$ cat src/rtl/sprite_hit_pipe.sv
// Two-stage pipelined hit tester for N fixed-size sprites on the VGA raster.
// Positions are written to a shadow table and copied to the active table on frame_sync.
module sprite_hit_pipe #(
  parameter  int N_SPR   = 4,
  parameter  int SPR_W   = 50,
  parameter  int SPR_H   = 40,
  parameter  int COORD_W = 10,
  localparam int IDX_W   = $clog2(N_SPR),
  localparam int ADDR_W  = $clog2(SPR_W*SPR_H)
) (
  input  logic               Clk,
  input  logic               Reset,
  input  logic               pos_we,
  input  logic [IDX_W-1:0]   pos_idx,
  input  logic [COORD_W:0]   pos_left,
  input  logic [COORD_W:0]   pos_upper,
  input  logic               pos_vis,
  input  logic               frame_sync,
  input  logic               pix_valid,
  input  logic [COORD_W-1:0] DrawX,
  input  logic [COORD_W-1:0] DrawY,
  output logic               out_valid,
  output logic               hit,
  output logic [IDX_W-1:0]   hit_idx,
  output logic [ADDR_W-1:0]  addra
);

  localparam int DIFF_W = COORD_W + 2;
  localparam int DX_W   = $clog2(SPR_W);
  localparam int DY_W   = $clog2(SPR_H);

  logic signed [COORD_W:0] r_sh_left  [N_SPR];
  logic signed [COORD_W:0] r_sh_upper [N_SPR];
  logic [N_SPR-1:0]        r_sh_vis;
  logic signed [COORD_W:0] r_act_left [N_SPR];
  logic signed [COORD_W:0] r_act_upper[N_SPR];
  logic [N_SPR-1:0]        r_act_vis;

  logic signed [COORD_W:0] w_nx_left  [N_SPR];
  logic signed [COORD_W:0] w_nx_upper [N_SPR];
  logic [N_SPR-1:0]        w_nx_vis;

  // Shadow contents after this cycle's write, so a swap on the same edge sees it
  always_comb begin
    w_nx_left  = r_sh_left;
    w_nx_upper = r_sh_upper;
    w_nx_vis   = r_sh_vis;
    for (int i = 0; i < N_SPR; i++) begin
      if (pos_we && pos_idx == IDX_W'(i)) begin
        w_nx_left[i]  = $signed(pos_left);
        w_nx_upper[i] = $signed(pos_upper);
        w_nx_vis[i]   = pos_vis;
      end
    end
  end

  always_ff @(posedge Clk or posedge Reset) begin
    if (Reset) begin
      for (int i = 0; i < N_SPR; i++) begin
        r_sh_left[i]   <= '0;
        r_sh_upper[i]  <= '0;
        r_act_left[i]  <= '0;
        r_act_upper[i] <= '0;
      end
      r_sh_vis  <= '0;
      r_act_vis <= '0;
    end else begin
      r_sh_left  <= w_nx_left;
      r_sh_upper <= w_nx_upper;
      r_sh_vis   <= w_nx_vis;
      if (frame_sync) begin
        r_act_left  <= w_nx_left;
        r_act_upper <= w_nx_upper;
        r_act_vis   <= w_nx_vis;
      end
    end
  end

  logic signed [DIFF_W-1:0] w_dx[N_SPR];
  logic signed [DIFF_W-1:0] w_dy[N_SPR];
  logic [N_SPR-1:0]         w_hit;

  // Widened signed differences so negative offsets can never wrap into range
  always_comb begin
    for (int i = 0; i < N_SPR; i++) begin
      w_dx[i]  = $signed({2'b00, DrawX}) - $signed({r_act_left[i][COORD_W], r_act_left[i]});
      w_dy[i]  = $signed({2'b00, DrawY}) - $signed({r_act_upper[i][COORD_W], r_act_upper[i]});
      w_hit[i] = r_act_vis[i]
               && !w_dx[i][DIFF_W-1] && (w_dx[i] <= $signed(DIFF_W'(SPR_W-1)))
               && !w_dy[i][DIFF_W-1] && (w_dy[i] <= $signed(DIFF_W'(SPR_H-1)));
    end
  end

  logic [N_SPR-1:0] r_hit_p1;
  logic [DX_W-1:0]  r_dx_p1[N_SPR];
  logic [DY_W-1:0]  r_dy_p1[N_SPR];
  logic             r_vld_p1;

  // Stage 1: per-slot hit flags and in-sprite offsets
  always_ff @(posedge Clk or posedge Reset) begin
    if (Reset) begin
      r_vld_p1 <= 1'b0;
      r_hit_p1 <= '0;
      for (int i = 0; i < N_SPR; i++) begin
        r_dx_p1[i] <= '0;
        r_dy_p1[i] <= '0;
      end
    end else begin
      r_vld_p1 <= pix_valid;
      r_hit_p1 <= pix_valid ? w_hit : '0;
      for (int i = 0; i < N_SPR; i++) begin
        r_dx_p1[i] <= w_dx[i][DX_W-1:0];
        r_dy_p1[i] <= w_dy[i][DY_W-1:0];
      end
    end
  end

  logic              w_sel_hit;
  logic [IDX_W-1:0]  w_sel_idx;
  logic [ADDR_W-1:0] w_sel_addr;

  // Scan from the top so the lowest hitting slot is the one left standing
  always_comb begin
    w_sel_hit  = 1'b0;
    w_sel_idx  = '0;
    w_sel_addr = '0;
    for (int i = N_SPR-1; i >= 0; i--) begin
      if (r_hit_p1[i]) begin
        w_sel_hit  = 1'b1;
        w_sel_idx  = IDX_W'(i);
        w_sel_addr = ADDR_W'(r_dx_p1[i]) + ADDR_W'(r_dy_p1[i]) * ADDR_W'(SPR_W);
      end
    end
  end

  logic              r_vld_p2;
  logic              r_hit_p2;
  logic [IDX_W-1:0]  r_idx_p2;
  logic [ADDR_W-1:0] r_addr_p2;

  // Stage 2: priority winner and ROM address
  always_ff @(posedge Clk or posedge Reset) begin
    if (Reset) begin
      r_vld_p2  <= 1'b0;
      r_hit_p2  <= 1'b0;
      r_idx_p2  <= '0;
      r_addr_p2 <= '0;
    end else begin
      r_vld_p2  <= r_vld_p1;
      r_hit_p2  <= w_sel_hit;
      r_idx_p2  <= w_sel_idx;
      r_addr_p2 <= w_sel_addr;
    end
  end

  assign out_valid = r_vld_p2;
  assign hit       = r_hit_p2;
  assign hit_idx   = r_idx_p2;
  assign addra     = r_addr_p2;

endmodule
$ cat config.mk
export PLATFORM = sky130hd
export DESIGN_NAME = sprite_hit_pipe
export DESIGN_NICKNAME = d
export VERILOG_FILES = /design/src/rtl/sprite_hit_pipe.sv
export SDC_FILE = /design/constraint.sdc
export NUM_CORES = 1
export LEC_CHECK = 0
export BUFFER_PORTS_ARGS = -buffer_cell sky130_fd_sc_hd__buf_2
export CAP_MARGIN = 20
export CORE_AREA = 3 3 141 280
export DETAILED_ROUTE_END_ITERATION = 10
export DIE_AREA = 0 0 144 283
export GPL_TIMING_DRIVEN = 0
export SLEW_MARGIN = 20
export SYNTH_ARGS = -nofsm -noshare
export SYNTH_HDL_FRONTEND = slang
export SYNTH_SLANG_ARGS = --single-unit
$ cat constraint.sdc
create_clock -name Clk -period 6.8 [get_ports Clk]
set_input_delay 0.34 -clock Clk [delete_from_list [all_inputs] [get_ports Clk]]
set_output_delay 0.34 -clock Clk [all_outputs]
set_load 0.03 [all_outputs]
==> run metrics <==
Slew HR 44.41%; switching part of the total 41.61%; first-pass GRT wire length 61,670 um; WL/cell 19.95 um; Synth top area share 42.13%; number of CTS-inserted buffers 22; internal power 4.361 mW; final net count 1,773; NetSw 3.107 mW; Port Buf Inserts 63; Synth cell types 65; Synth-to-Final Area Change 12.05%; Combinational Power Share 55.4%; Place WS 2.582 ns; fin crit period 3.983 ns; worst setup path category flop to flop; Detail Route Antenna Nets 0; Ant. Diodes 0; Sequential Power Share 27.0%; commonest register cell after synthesis dfrtp_1; core area 37,410 um2; cells after synthesis 1,431; layout cells sized above 1 15.24%; initial DRC count 397; drt pass-1 iters 4; Final Hold Fails 0; cell leakage power 7.934 nW; Layout Skew 0.01313 ns; Worst-Margin Slew 0.8338 ns; post-CTS setup buffers 0; Starting Density 40.01%; Required @ worst endpoint 7.15 ns; gr ovfl total 0; vias in the first global route 11,349; clk sinks 252; clock buffer depth 3; pin count of the biggest net entering global routing 36; Post-Syn Nets 1,677; vias after detailed routing 10,670; TritonCTS clock tree yes; clk root buf clkbuf_16; top sig layer met4; Post-Route WL 39,930 um; top cells by area, synth dfrtp_1, ha_1, mux2_2; Worst path max stage delay 0.73 ns; Final WS setup 2.817 ns; CTS clk-pin slew, worst paths 0.07 ns; Max Freq 251.1 MHz; Final period util 58.57%; FFs w/ async S/R, synth 100.0%; crit path cell chain ha_1, fa_1, nand2b_1, a21oi_1, o211a_1, o21a_1, o21ai_0, a31oi_1, nand4b_1, nor4_1; GRT Total Usage 19.68%; Die Y-Extent 283 um; met2 WL post-DR 23,560 um; area leader, netlist dfrtp_1; crit path launch type flop; initial antenna violation count 0; pwr/cell area 445.4 nW/um2; Tightest Hold Check Type input port to flop; WL met3 964 um; CP arrival 4.33 ns; syn_area_per_cell 10.46 um2; Post-Syn Area 14,970 um2; EDFF count, synth 0; die width 144 um; yosys warns 0; WL met1 13,440 um; Max Cap Violations 0; final setup violation count 0; Max FO, Critical Path 3; Critical Path Slowest Stage Cell nor4_1; sequential area share after synthesis 42.13%; post-synthesis register bit count 252; final estimated routing congestion in global placement 0.8855; crit-path leading delay family compound AO/OA/AOI/OAI gates; H-tree levels 1; Buf+Inv Stages, Crit Path 0; die area 40,750 um2; setup TNS 0 ns; outcome complete, no violations; IO Count 65; # DRC 0; dpl hpwl 32,730 um; num rows 100; via density per instance 5.332; Skew-Pair Late Insertion Delay 0.54 ns; worst vdd ir 0.0002506 V; Slew Limit Fails 0; RSZ-0062 raised after global routing no; CP Capture Type flop; clock share of power 17.6%
## registers in the layout (all words and copies together) (netlist names)
name,flops
addra,11
hit,1
hit_idx,2
out_valid,1
r_act_left,44
r_act_upper,44
r_act_vis,4
r_dx_p1,24
r_dy_p1,24
r_hit_p1,4
r_sh_left,44
r_sh_upper,44
r_sh_vis,4
r_vld_p1,1
## final cells by class
cell class / instances / area (um2)
multi-input combinational: 1010 / 8025
sequential: 252 / 6306
clock inverter: 11 / 115.1
inverter: 135 / 510.5
buffer: 34 / 128.9
tap: 459 / 574.3
fill: 3507 / 20640
timing repair buffer: 72 / 485.5
clock buffer: 28 / 624.3
## Yosys cell counts (6+ instances only)
cell type and n:
a21o_1 24, fa_1 16, o21bai_1 7, clkbuf_1 30
dfrtp_1 252, nand3b_1 6, a21oi_1 75, a211oi_1 15
nor3_1 10, mux2_2 115, nor2_1 73, xor2_1 37
xnor2_1 64, o21ai_0 125, nor2b_1 22, o21a_1 15
nand2_1 103, nand3_1 9, inv_1 135, nand2b_1 19
ha_1 180, o2111ai_1 9
## timing repair
| item | 4_1_cts | 5_1_grt |
|---|---|---|
| resized for setup | 0 | 0 |
| endpoints found under the hold margin | 16 | 0 |
| hold buffers | 1 | 0 |
## kinds of logic (layout without fill, tap and decap cells)
logic type	count (synthesis)	in the layout	share of synthesized area, %
buf+inv	169	280	4.247
simple gates	275	275	8.677
xor+xnor	101	101	5.910
mux	120	120	8.987
flops	252	252	42.13
compound gates	318	318	12.86
fa+ha+maj	196	196	17.19
## power by group through the flow
stage	registers, mW	logic, mW	clock network [mW]
4_1_cts	2.02	4.20	1.34
2_1_floorplan	1.95	3.16	0
6_report	2.02	4.14	1.31
5_1_grt	2.05	4.69	1.39
3_5_place_dp	2.05	4.16	0
3_3_place_gp	2.04	4.07	0
## cell usage in the layout (no fill, tap or decap), types with 19 or more instances in the layout
cell type / instances
nand2b_1: 19
mux2_2: 115
o21ai_0: 125
a21oi_1: 75
nor2b_1: 22
a21o_1: 24
inv_1: 134
buf_2: 64
nor2_1: 73
clkbuf_1: 32
nand2_1: 103
xnor2_1: 64
clkbuf_16: 23
ha_1: 180
xor2_1: 37
dfrtp_1: 252
## per-layer routing
metal	GRT usage (%)	up-vias
met5	0	-
met4	8.860	0
met3	1.789	83
met2	40.14	184
met1	18.82	5246
li1	-	5157
## worst register-to-register path, cell delays in order (launching register included)
cell,delay (ns)
dfrtp_1,0.41
ha_1,0.26
fa_1,0.43
nand2b_1,0.20
a21oi_1,0.43
o211a_1,0.29
o21a_1,0.15
o21ai_0,0.26
a31oi_1,0.49
nand4b_1,0.16
nor4_1,0.73
## path summary, 6_finish.rpt
check	cells after the start	slack (ns)	start	end
max reg2reg	10	2.82	r_act_left[0]$_DFFE_PP0P_	r_hit_p1[3]$_DFF_PP0_
max in group asynchronous	8	5.04	Reset	r_act_upper[34]$_DFFE_PP0P_
min	1	0.02	pix_valid	r_vld_p1$_DFF_PP0_
max	10	2.82	r_act_left[0]$_DFFE_PP0P_	r_hit_p1[3]$_DFF_PP0_
min in group asynchronous	3	0.37	Reset	r_sh_left[1]$_DFF_PP0_
min reg2reg	0	0.37	r_vld_p1$_DFF_PP0_	out_valid$_DFF_PP0_
## stage by stage
step                hold WS, ns  instances  power [mW]  area, um2  utilization (%)
finish                  0.02021       2001       7.469      16770            44.83
global route           0.006648       2001       8.127      16770            44.83
CTS                    0.006691       2001       7.561      16770            44.83
detailed placement       0.3608       1961       6.211      16020            42.82
global placement         0.3347       1953       6.112      15860            42.39
floorplan                0.3312       1431       5.109      14970                -
Note: power is estimated with default switching activity, not from simulation.
